===== src/rtl/pll_rst_sequencer.sv =====
// PLL reset/lock sequencer: holds the PLL in reset, waits for a stable lock,
// then releases downstream domain resets one by one; retries and faults on timeout.
module pll_rst_sequencer #(
    parameter int RST_CYCLES    = 16,
    parameter int LOCK_TIMEOUT  = 50000,
    parameter int STABLE_CYCLES = 1024,
    parameter int N_DOMAINS     = 2,
    parameter int STAGGER       = 8,
    parameter int MAX_RETRY     = 3
) (
    input  logic                 clk,
    input  logic                 rst,
    input  logic                 pll_lock,
    input  logic                 restart,
    output logic                 pll_rst,
    output logic [N_DOMAINS-1:0] dom_rst,
    output logic                 ready,
    output logic                 fault,
    output logic [3:0]           retry_cnt
);

    function automatic int max_int(input int a, input int b);
        return (a > b) ? a : b;
    endfunction

    localparam int CNT_MAX = max_int(max_int(RST_CYCLES, LOCK_TIMEOUT),
                                     max_int(STABLE_CYCLES, N_DOMAINS * STAGGER));
    localparam int CW      = $clog2(CNT_MAX + 1);

    typedef enum logic [2:0] {
        ST_PRST  = 3'd0,
        ST_WAIT  = 3'd1,
        ST_STAB  = 3'd2,
        ST_REL   = 3'd3,
        ST_RUN   = 3'd4,
        ST_FAULT = 3'd5
    } state_t;

    state_t               state_r;
    state_t               state_nxt_s;
    logic [CW-1:0]        cnt_r;
    logic [CW-1:0]        cnt_nxt_s;
    logic [3:0]           retry_nxt_s;
    logic                 lock_meta_r;
    logic                 lock_sync_r;
    logic                 pll_rst_nxt_s;
    logic [N_DOMAINS-1:0] dom_nxt_s;
    logic                 ready_nxt_s;
    logic                 fault_nxt_s;

    // Two-flop synchronizer for the asynchronous PLL lock
    always_ff @(posedge clk) begin
        if (rst) begin
            lock_meta_r <= 1'b0;
            lock_sync_r <= 1'b0;
        end else begin
            lock_meta_r <= pll_lock;
            lock_sync_r <= lock_meta_r;
        end
    end

    // Next-state, counter and retry bookkeeping; restart overrides everything
    always_comb begin
        state_nxt_s = state_r;
        cnt_nxt_s   = cnt_r;
        retry_nxt_s = retry_cnt;
        if (restart) begin
            state_nxt_s = ST_PRST;
            cnt_nxt_s   = '0;
            retry_nxt_s = 4'd0;
        end else begin
            case (state_r)
                ST_PRST: begin
                    if (cnt_r == CW'(RST_CYCLES - 1)) begin
                        state_nxt_s = ST_WAIT;
                        cnt_nxt_s   = '0;
                    end else begin
                        cnt_nxt_s = cnt_r + CW'(1);
                    end
                end
                ST_WAIT: begin
                    if (lock_sync_r) begin
                        state_nxt_s = ST_STAB;
                        cnt_nxt_s   = '0;
                    end else if (cnt_r == CW'(LOCK_TIMEOUT - 1)) begin
                        cnt_nxt_s = '0;
                        if (retry_cnt == 4'(MAX_RETRY)) begin
                            state_nxt_s = ST_FAULT;
                        end else begin
                            state_nxt_s = ST_PRST;
                            retry_nxt_s = retry_cnt + 4'd1;
                        end
                    end else begin
                        cnt_nxt_s = cnt_r + CW'(1);
                    end
                end
                ST_STAB: begin
                    if (!lock_sync_r) begin
                        // A glitch restarts the stability window without costing a retry
                        state_nxt_s = ST_WAIT;
                        cnt_nxt_s   = '0;
                    end else if (cnt_r == CW'(STABLE_CYCLES - 1)) begin
                        state_nxt_s = ST_REL;
                        cnt_nxt_s   = '0;
                    end else begin
                        cnt_nxt_s = cnt_r + CW'(1);
                    end
                end
                ST_REL: begin
                    if (!lock_sync_r) begin
                        state_nxt_s = ST_PRST;
                        cnt_nxt_s   = '0;
                    end else if (cnt_r == CW'((N_DOMAINS - 1) * STAGGER)) begin
                        state_nxt_s = ST_RUN;
                        cnt_nxt_s   = '0;
                        retry_nxt_s = 4'd0;
                    end else begin
                        cnt_nxt_s = cnt_r + CW'(1);
                    end
                end
                ST_RUN: begin
                    cnt_nxt_s = '0;
                    if (!lock_sync_r) begin
                        state_nxt_s = ST_PRST;
                    end else begin
                        retry_nxt_s = 4'd0;
                    end
                end
                ST_FAULT: begin
                    state_nxt_s = ST_FAULT;
                    cnt_nxt_s   = '0;
                end
                default: begin
                    state_nxt_s = ST_PRST;
                    cnt_nxt_s   = '0;
                    retry_nxt_s = 4'd0;
                end
            endcase
        end
    end

    // Output values derived from the upcoming state so every output is a flop
    always_comb begin
        pll_rst_nxt_s = (state_nxt_s == ST_PRST) || (state_nxt_s == ST_FAULT);
        ready_nxt_s   = (state_nxt_s == ST_RUN);
        fault_nxt_s   = (state_nxt_s == ST_FAULT);
        dom_nxt_s     = {N_DOMAINS{1'b1}};
        for (int i = 0; i < N_DOMAINS; i++) begin
            // Domain i releases the cycle after REL's count has reached i*STAGGER
            if (state_nxt_s == ST_RUN) begin
                dom_nxt_s[i] = 1'b0;
            end else if ((state_nxt_s == ST_REL) && (cnt_nxt_s > CW'(i * STAGGER))) begin
                dom_nxt_s[i] = 1'b0;
            end else begin
                dom_nxt_s[i] = 1'b1;
            end
        end
    end

    // State, counter and registered outputs
    always_ff @(posedge clk) begin
        if (rst) begin
            state_r   <= ST_PRST;
            cnt_r     <= '0;
            pll_rst   <= 1'b1;
            dom_rst   <= {N_DOMAINS{1'b1}};
            ready     <= 1'b0;
            fault     <= 1'b0;
            retry_cnt <= 4'd0;
        end else begin
            state_r   <= state_nxt_s;
            cnt_r     <= cnt_nxt_s;
            pll_rst   <= pll_rst_nxt_s;
            dom_rst   <= dom_nxt_s;
            ready     <= ready_nxt_s;
            fault     <= fault_nxt_s;
            retry_cnt <= retry_nxt_s;
        end
    end

endmodule


===== config.mk =====
export PLATFORM = sky130hd
export DESIGN_NAME = pll_rst_sequencer
export DESIGN_NICKNAME = d
export VERILOG_FILES = /design/src/rtl/pll_rst_sequencer.sv
export SDC_FILE = /design/constraint.sdc
export NUM_CORES = 1
export LEC_CHECK = 0
export CAP_MARGIN = 10
export CORE_MARGIN = 4
export CORE_UTILIZATION = 45
export CTS_CLUSTER_SIZE = 10
export DETAILED_ROUTE_END_ITERATION = 12
export PLACE_DENSITY = 0.66
export SETUP_SLACK_MARGIN = 0.1
export SLEW_MARGIN = 20
export SYNTH_ARGS = -nofsm -noshare
export SYNTH_HDL_FRONTEND = slang
export SYNTH_SLANG_ARGS = --single-unit

===== constraint.sdc =====
create_clock -name clk -period 2.1 [get_ports clk]
set_input_delay 0.63 -clock clk [delete_from_list [all_inputs] [get_ports clk]]
set_output_delay 0.63 -clock clk [all_outputs]
set_load 0.02 [all_outputs]

## After elaboration in Yosys (flattened, before gate mapping)

Cells that the tools add are included.

| word-level totals | value |
|---|---|
| bits in registers | 30 |
| bits of input ports | 4 |
| output and inout bits | 9 |
| logic and storage cells | 72 |

| cells by class | value |
|---|---|
| add/sub/neg operators | 2 |
| order comparisons | 2 |
| equal/unequal tests | 19 |
| muxes and demuxes | 31 |
| bitwise logic cells | 1 |
| reductions and logical operators | 8 |

Operators by type and width:

| operator | number |
|---|---|
| 16-bit 2-to-1 mux | 8 |
| 16-bit case mux with 4 select lines | 1 |
| 16-bit by 4-bit equality test with 1-bit output (second input constant) | 2 |
| 3-bit 2-to-1 mux | 10 |
| 4-bit 2-to-1 mux | 6 |
| 3-bit case mux with 6 select lines | 1 |
| 16-bit by 1-bit adder with 16-bit output (second input constant) | 1 |
| 16-bit by 10-bit equality test with 1-bit output (second input constant) | 1 |
| 16-bit equality test (second input constant) | 1 |
| 16-bit by 1-bit > comparator with 1-bit output (second input constant) | 1 |
| 16-bit by 4-bit > comparator with 1-bit output (second input constant) | 1 |
| 4-bit case mux with 4 select lines | 1 |
| 3-bit equality test (second input constant) | 4 |
| 2-bit != test (second input constant) | 6 |
| 3-bit by 2-bit equality test with 1-bit output (second input constant) | 3 |
| 7-bit AND reduction | 1 |
| 3-bit logical NOT | 2 |
| 4-bit by 1-bit adder with 4-bit output (second input constant) | 1 |
| 4-bit by 2-bit equality test with 1-bit output (second input constant) | 1 |
| 1-bit 2-to-1 mux | 4 |
| 3-bit by 1-bit equality test with 1-bit output (second input constant) | 1 |
| 3-bit OR reduction | 1 |
| 1-bit logical AND | 2 |
| 2-bit OR reduction | 1 |
| 2 further kinds | 2 |

## Depth between registers and ports, before layout

Gate-level depths: netlist of run 1.

| logic depth | value |
|---|---|
| word-level depth | 10 |
| mapped depth | 8 |

## Worst setup path before layout of run 1

Ideal clock, no wire load.

| timing | value |
|---|---|
| path kind | reg-to-reg |
| start point | register cnt_r[1] |
| end point | register cnt_r[14] |
| library setup time | 0.117 ns |
| arrival time | 1.905 ns |
| slack | 0.078 ns |
| stages on the path, launching flop included | 9 |
| clock period less this slack | 2.022 ns |
| path through | dfxtp_1 -> ha_1 -> buf_2 -> nand4_2 -> nand4bb_1 -> nor3b_1 -> o31ai_4 -> buf_2 -> nor2_1 |

| between the ends | value |
|---|---|
| longest elaborated chain between the ends | 5 |

RTL lines:

| item | RTL line | text |
|---|---|---|
| start, declared | 41 | `logic [CW-1:0] cnt_r;` |
| start signal, assigned | 172 | `cnt_r <= cnt_nxt_s;` |
| 16-bit by 1-bit adder with 16-bit output (tied with other cells) | -- |  |
| 16-bit 2-to-1 mux (on tied branches) | 113, 102, 85 |  |
| 16-bit 2-to-1 mux (on tied branches) | 110, 82, 98 |  |
| 16-bit case mux with 4 select lines (*) | 72 | `case (state_r)` |
| 16-bit 2-to-1 mux (*) | 67 | `if (restart) begin` |

Mark *: on every way between the ends. The rest lies on a longest branch, timed or not.
A chain may end at the register's enable or synchronous reset.

## Final worst setup path of run 1

| timing | value |
|---|---|
| start point | register cnt_r[5] |
| end point | register cnt_r[10] |

The elaborated chain is that of the path after synthesis.

==> impl_metrics.ini, run 1 <==
[status]
status = finished clean

[global_routing]
grt-ovfl-total = 0
grt_pass1_vias = 1590
grt_pass1_wl_um = 7490
grt_usage = 0.185
antenna_found_initial = 0
grt_max_degree = 12

[power]
power_frac_seq = 0.419
p_int_w = 0.00111
vdd_drop_max_mv = 0.491
power.switching_w = 0.000267
leakage_nw = 0.947
swShare = 0.194
p_clk_frac = 0.539
pwr-share-comb = 0.042
power_density_nw_per_um2 = 543

[logic_synthesis]
yosysTopAreaCell = dfxtp_1
synth-async-reset-ratio = 0
yosysSeqAreaShare = 0.325
synth_top_area_frac = 0.325
synth_ff_type = dfxtp_1
yosysWarnings = 0
yosysUniqueCellTypes = 55
syn_avg_cell_area_sq_um = 8.25
synthCells = 224
syn_area_sq_um = 1850
synth_edf_count = 0
ys_ff_latch = 30
synthTopCellsByArea = dfxtp_1 32%, nor2_1 6.1%, xnor2_1 4.7%, nand4_1 3.4%, xor2_1 3.3%
syn_nets = 231

[timing]
setup_viol = 0
relSlewSlack = 0.716
fmax_ghz = 0.492
fin_crit_sh = 0.969
tightest_slew_ps = 425
fin_worst_skew_ps = 7.42
report.final.slew_viol_count = 0
hold_violations = 0
rsz0062_at_grt = true
fin_crit_ps = 2030
fin_tns_setup_ps = 0

[floorplan]
core.rowCount = 23
die_h_um = 72.1
start_util = 0.462
ios = 13
die_x_um = 72.1
core_area_sq_um = 4000
die_area_sq_um = 5200

[setup_path]
cp.required_ps = 2280
cpPeakStageDelay_ps = 380
crit_buf_inv = 2
crit_path_top_delay_cell = dfxtp_1
ff2ff_path_depth = 7
reg2reg_setup_slack_ps = 70
cp-start-kind = flop
end_kind = flop
crit_fanout = 8
reg2reg_from = cnt_r[5]
arrival_ps = 2220
path_class = flop to flop
cp_cell_sequence = nor4_2 > nand4_1 > buf_4 > a22o_4 > o31ai_4 > buf_6 > nor2_1
critPathTopFamily = simple AND/OR/NAND/NOR gates
reg2reg_to = cnt_r[10]

[min_path]
worst_hold_path_type = flop to flop
hold_depth = 1
min_delay_worst_endpoint = lock_sync_r
hold_path.startpoint = lock_meta_r

[layout]
nets = 267
fillers = 324
utilization = 0.632
drive_above_1_share = 0.318
mostFrequentLayoutCells = 33 x buf_4, 24 x dfxtp_1, 23 x nor2_1, 16 x nand2_1
syn2layout_area_growth_pct = 36.8
antenna_cells = 0
layout_commonest_cell = buf_4

[route]
first_iter_violations = 145
drt-total-wl_um = 4540
post_drt_wl_per_cell_um = 14.6
avgViaCountPerCell = 5.60
vias = 1743
dr.pass1.iters = 4
drcViolationCount = 0
postRouteAntennaNets = 0

[clocking]
path_clk_slew_ps = 60
numCtsBuffers = 5
clock-root-buffer = clkbuf_8
htree_levels = 2
cts_tree = built
cts.path.max_buffers = 2
hold_buffers = 0
worstSkewPairLatency_ps = 290
clock_sinks = 30

[run]
cap_violations = 0

[place]
place_congestion = 0.817
io_buffer_count = 12
dpl.hpwl_um = 3070
[how the worst max path moves through the flow]
stage	start	to	depth (start not counted)
floorplan	cnt_r[1]	cnt_r[4]	8
global placement	cnt_r[1]	pll_rst	7
detailed placement	cnt_r[1]	dom_rst[0]	8
finish	cnt_r[5]	cnt_r[10]	7
global route	cnt_r[0]	dom_rst[0]	8
CTS	cnt_r[4]	cnt_r[8]	6
[power groups by stage]
| stage | registers, W | clock network (W) | logic [W] |
|---|---|---|---|
| after floorplan | 0.000589 | 0 | 0.0000226 |
| after global placement | 0.000589 | 0 | 0.0000414 |
| after detailed placement | 0.000589 | 0 | 0.0000416 |
| after CTS | 0.000577 | 0.000752 | 0.0000488 |
| after global routing | 0.000577 | 0.000771 | 0.0000620 |
| final | 0.000576 | 0.000740 | 0.0000576 |
[registers in the layout, summed over array words and instances (netlist names), 2 cells and up]
name,count
cnt_r,16
state_r,3
dom_rst,2
retry_cnt,4
[metrics by stage]
step	cell area, sq um	setup slack (ps)	std cells	hold slack [ps]	power (W)
3_3_place_gp	2160	24.8	298	436	0.000631
2_1_floorplan	1850	114	224	414	0.000611
6_report	2530	65.8	311	454	0.00137
5_1_grt	2530	-27.7	311	476	0.00141
4_1_cts	2410	105	309	459	0.00138
3_5_place_dp	2160	-8.08	298	449	0.000631
[area by class of cell]
| class | count | area, sq um | share of cell area |
|---|---|---|---|
| Clock buffer | 6 | 82.6 | 0.0327 |
| Clock inverter | 2 | 60.1 | 0.0238 |
| Inverter | 8 | 32.5 | 0.0129 |
| Multi-Input combinational cell | 168 | 1280 | 0.506 |
| Sequential cell | 30 | 613 | 0.242 |
| Tap cell | 50 | 62.6 | 0.0247 |
| Timing Repair Buffer | 47 | 398 | 0.157 |
[layer usage]
metal	vias up	share of wire	track usage
li1	871	-	-
met5	-	0	0
met4	0	0.024	0.0960
met1	825	0.48	0.247
met3	11	0.041	0.0485
met2	36	0.45	0.273
[cells in the mapped netlist, types with 4 or more instances]
cell type	instances
nand3_1	7
xor2_1	7
nand4_1	10
inv_1	8
nor2_1	30
nor2b_1	4
o21ai_0	5
nor4_1	5
nand2_1	16
and3_1	4
clkbuf_1	7
nor3_1	9
nand2b_1	4
dfxtp_1	30
a21oi_1	5
xnor2_1	10
buf_2	7
[logic make-up after synthesis]
group                      count (synthesis)  share of synthesized area
AOI/OAI and AO/OA                         34                      0.138
xor gates and xnor gates                  17                     0.0806
adders and majority gates                  3                     0.0203
buffers and inverters                     26                     0.0670
DFF                                       30                      0.325
muxes                                      2                     0.0108
and+or+nand+nor                          112                      0.358
[repair_timing]
action | CTS | global route
endpoints found under the setup margin | 22 | 28
pin swaps | 7 | 2
buffers inserted | 2 | 2
resized for setup | 18 | 29
gates cloned | 1 | 0
[worst register-to-register path, cell delays in order (launching register included)]
cell,delay [ps]
dfxtp_1,380
nor4_2,360
nand4_1,180
buf_4,180
a22o_4,240
o31ai_4,290
buf_6,220
nor2_1,70
(Power assumes the default switching activity.)
==> inputs of run 2 (changes only) <==
==> constraint.sdc (replaced) <==
create_clock -name clk -period 1.65 [get_ports clk]
set_input_delay 0.495 -clock clk [delete_from_list [all_inputs] [get_ports clk]]
set_output_delay 0.495 -clock clk [all_outputs]
set_load 0.02 [all_outputs]
==> impl_metrics.ini, run 2 (synthesis gave the netlist of run 1 again) <==
[status]
status = finished with violations
violations = negative setup slack

[timing]
fin_crit_sh = 1.20
fin_crit_ps = 1990
setup_viol = 27
report.final.slew_viol_count = 0
fin_ws_ps = -336
tightest_slew_ps = 418
rsz0062_at_grt = true
relSlewSlack = 0.721
hold_violations = 0
fmax_ghz = 0.503
fin_worst_skew_ps = 4.66
hold-worst-slack_ps = 434

[global_routing]
use_met1 = 0.265
grt_pass1_wl_um = 7830
globalRouteMet3Util = 0.0416
antenna_found_initial = 0
gr-usage-met2 = 0.281
grt_usage = 0.189
grt_max_degree = 16
grt-ovfl-total = 0
grt_pass1_vias = 1660
busiest_layer = met2

[floorplan]
die_x_um = 72.1
core_area_sq_um = 4000
ios = 13
core.rowCount = 23
start_util = 0.462
die_h_um = 72.1
die_area_sq_um = 5200

[setup_path]
critPathTopFamily = simple AND/OR/NAND/NOR gates
path_class = flop to flop
cp.required_ps = 1820
cp-start-kind = flop
reg2reg_setup_slack_ps = -340
startpoint = cnt_r[0]
crit_fanout = 4
reg2reg_to = dom_rst[0]
cpPeakStageDelay_ps = 390
crit_path_top_delay_cell = nor4_4
ff2ff_path_depth = 7
arrival_ps = 2150
crit_buf_inv = 0
reg2reg_from = cnt_r[0]
end_kind = flop
cp_cell_sequence = ha_4 > and4bb_2 > and4_4 > a21oi_4 > nor4_4 > nor3b_4 > a21oi_1

[power]
power_density_nw_per_um2 = 553
leakage_nw = 1.04
power_w = 0.00149
vdd_drop_max_mv = 0.400

[layout]
mostFrequentLayoutCells = 60 x buf_4, 29 x nor2_1, 24 x dfxtp_1, 16 x nand2_1
drive_above_1_share = 0.396
layout_commonest_cell = buf_4
largestRegisters = cnt_r: 16 flops, retry_cnt: 4 flops, state_r: 3 flops
largest_reg_flops = 16
nets = 294
syn2layout_area_growth_pct = 45.6
antenna_cells = 0
regMostFlops = cnt_r

[route]
dr.pass1.iters = 4
vias = 1878
drcViolationCount = 0
avgViaCountPerCell = 5.56
first_iter_violations = 131
postRouteAntennaNets = 0
post_drt_wl_per_cell_um = 14.8
drt-total-wl_um = 5000

[run]
cap_violations = 0

[clocking]
cts_tree = built
clock-root-buffer = clkbuf_8
numCtsBuffers = 5
path_clk_slew_ps = 70
htree_levels = 2
worstSkewPairLatency_ps = 280
hold_buffers = 0
clock_sinks = 30
cts.path.max_buffers = 2

[place]
dpl.hpwl_um = 3350
io_buffer_count = 12
place_congestion = 0.830

[min_path]
hold_depth = 1
hold_path.startpoint = lock_meta_r
min_delay_worst_endpoint = lock_sync_r
worst_hold_path_type = flop to flop
-- run 2: how the worst max path moves through the flow --
stage | endpoint | slack (ps) | depth (start not counted)
after floorplan | dom_rst[0] | -220 | 8
final | dom_rst[0] | -340 | 7
after global placement | dom_rst[0] | -370 | 6
after CTS | dom_rst[0] | -310 | 7
after detailed placement | dom_rst[1] | -360 | 6
after global routing | dom_rst[0] | -490 | 6
-- run 2: timing repair --
action	CTS	global route
resized for setup	23	19
buffers inserted	0	4
hold endpoints to repair	0	0
gates cloned	0	1
setup endpoints to repair	37	31
pin swaps	2	8
-- run 2: per-layer routing --
layer	vias to the layer above	wire length, um
met1	907	2400
met2	37	2310
met4	0	98
li1	924	-
met5	-	0
met3	10	189
-- run 2: power by group --
part	leakage (nW)	internal, W	total [W]	switching, W
sequential	0.246	0.000727	0.000732	0.00000482
combinational	0.737	0.0000423	0.0000769	0.0000346
clock	0.0561	0.000383	0.000679	0.000296
-- run 2: through the flow --
step | setup TNS (ps) | cell area [sq um] | utilization | setup WS [ps] | instances
floorplan | -3620 | 1900 | - | -216 | 224
global placement | -7480 | 2430 | 0.607 | -365 | 326
detailed placement | -7520 | 2430 | 0.607 | -362 | 326
CTS | -6670 | 2570 | 0.643 | -308 | 334
global route | -9130 | 2690 | 0.673 | -487 | 338
finish | -7290 | 2690 | 0.673 | -336 | 338
-- run 2: layout make-up --
cell class	count	area, sq um
Sequential cell	30	613
Multi-Input combinational cell	168	1280
Tap cell	50	62.6
Clock inverter	2	10.0
Fill cell	330	1310
Clock buffer	6	93.8
Inverter	8	30.0
Timing Repair Buffer	74	601
==> inputs of run 3 (changes only) <==
--- a/config.mk
+++ b/config.mk
@@ -10,7 +10,6 @@
 export CORE_UTILIZATION = 45
 export CTS_CLUSTER_SIZE = 10
 export DETAILED_ROUTE_END_ITERATION = 12
-export PLACE_DENSITY = 0.66
 export SETUP_SLACK_MARGIN = 0.1
 export SLEW_MARGIN = 20
 export SYNTH_ARGS = -nofsm -noshare
==> constraint.sdc (replaced) <==
create_clock -name clk -period 2.4 [get_ports clk]
set_input_delay 0.72 -clock clk [delete_from_list [all_inputs] [get_ports clk]]
set_output_delay 0.72 -clock clk [all_outputs]
set_load 0.005 [all_outputs]
==> impl_metrics.ini, run 3 (synthesis gave the netlist of run 1 again) <==
[route]
drt-total-wl_um = 4070
wl_met1_um = 2120
avgViaCountPerCell = 5.62
wl_met3_um = 140
drcViolationCount = 0
met2WireLength_um = 1750
dr.pass1.iters = 4
post_drt_wl_per_cell_um = 14.2
top_layer = met4
first_iter_violations = 86
postRouteAntennaNets = 0
vias = 1613

[clocking]
numCtsBuffers = 5
worstSkewPairLatency_ps = 290
cts_tree = built
clock-root-buffer = clkbuf_8
cts.path.max_buffers = 2
hold_buffers = 0
path_clk_slew_ps = 70
htree_levels = 2
clock_sinks = 30

[setup_path]
cp_cell_sequence = ha_1 > buf_4 > and4bb_1 > and4_1 > a21oi_1 > nor4_4 > buf_4 > xnor2_1 > a21o_1
cp.required_ps = 2590
crit_path_top_delay_cell = dfxtp_2
reg2reg_to = pll_rst
end_kind = flop
ff2ff_path_depth = 9
path_class = flop to flop
reg2reg_from = cnt_r[1]
cp-start-kind = flop
arrival_ps = 2360
cpMostUsedCell = buf_4
critPathTopFamily = simple AND/OR/NAND/NOR gates
reg2reg_setup_slack_ps = 220
crit_buf_inv = 2
cpPeakStageDelay_ps = 380
crit_fanout = 7

[layout]
fin_cells = 287
largestRegisters = cnt_r: 16 flops, retry_cnt: 4 flops, state_r: 3 flops
regMostFlops = cnt_r
antenna_cells = 0
largest_reg_flops = 16
utilization = 0.534
postLayoutCellArea_sq_um = 2140
drive_above_1_share = 0.143
nets = 243
layout_commonest_cell = nor2_1
mostFrequentLayoutCells = 30 x nor2_1, 28 x dfxtp_1, 16 x nand2_1, 12 x clkdlybuf4s50_1, 11 x buf_4
syn2layout_area_growth_pct = 15.6

[place]
placed_area_sq_um = 2010
io_buffer_count = 12
dpl.hpwl_um = 3010
place_congestion = 0.862
dp_cells = 278

[min_path]
min_delay_worst_endpoint = lock_sync_r
hold_path.startpoint = lock_meta_r
hold_depth = 1
worst_hold_path_type = flop to flop

[power]
leakage_nw = 0.746
vdd_drop_max_mv = 0.479
power_density_nw_per_um2 = 483

[timing]
fin_crit_sh = 0.907
tightest_slew_ps = 635
fin_crit_ps = 2180
report.final.slew_viol_count = 0
hold_violations = 0
fmax_ghz = 0.459
relSlewSlack = 0.574
fin_tns_setup_ps = 0
setup_viol = 0
fin_worst_skew_ps = 4.93
rsz0062_at_grt = true

[global_routing]
grt_max_degree = 17
grt-ovfl-total = 0
grt_pass1_wl_um = 7000
antenna_found_initial = 0
grt_usage = 0.171
grt_pass1_vias = 1441

[floorplan]
die_area_sq_um = 5200
core_area_sq_um = 4000
die_x_um = 72.1
core.rowCount = 23
ios = 13
start_util = 0.462
die_h_um = 72.1

[run]
cap_violations = 0

[status]
status = finished clean
==> run 3: changes by cell type in the layout (fill, tap and decap cells not counted), sizes merged <==
cell           delta
clkbuf            -4
clkdlybuf4s15     -2
buf              -50
dlygate4sd2       -5
clkdlybuf4s50     +9
bufinv            +1
==> run 3: where the power goes <==
group          internal (W)  switching (W)  leakage [nW]  total [W]
sequential         0.000501     0.00000407         0.243   0.000506
combinational     0.0000138      0.0000154         0.445  0.0000292
clock              0.000305       0.000192        0.0579   0.000497
total              0.000820       0.000211         0.746    0.00103
==> run 3: what timing repair did <==
action	4_1_cts	5_1_grt
resized for setup	0	3
setup buffers	0	1
setup endpoints to repair	0	3
==> run 3: routing by layer <==
layer	GRT usage	vias up
met3	0.0457	7
met2	0.229	21
li1	-	826
met5	0	-
met1	0.254	759
met4	0.0710	0
==> run 3: worst reg2reg max path: stages, from the launching register on <==
cell	delay [ps]
dfxtp_2	380
ha_1	200
buf_4	160
and4bb_1	260
and4_1	210
a21oi_1	110
nor4_4	340
buf_4	180
xnor2_1	60
a21o_1	180
==> run 3: final cells by class <==
class / instances / area [sq um]
repair buffers: 23 / 203
well taps: 50 / 62.6
fillers: 381 / 1860
inverters: 8 / 30.0
flip-flops and latches: 30 / 603
clock inverters: 3 / 40.0
multi-input cells: 168 / 1130
clock buffers: 5 / 68.8
==> run 3: metrics by stage <==
stage	power (W)	setup WS (ps)	hold WS [ps]
after floorplan	0.000534	378	414
after global placement	0.000544	183	428
after detailed placement	0.000546	140	443
after CTS	0.00104	187	455
after global routing	0.00108	93.9	468
final	0.00103	223	454
==> run 3: how the worst max path moves through the flow <==
stage	from	end	slack, ps	cells after the start
final	cnt_r[1]	pll_rst	220	9
after global routing	cnt_r[3]	dom_rst[0]	90	7
after CTS	cnt_r[1]	dom_rst[0]	190	7
after global placement	rst	dom_rst[0]	180	6
after floorplan	cnt_r[1]	cnt_r[14]	380	8
after detailed placement	rst	dom_rst[0]	140	6
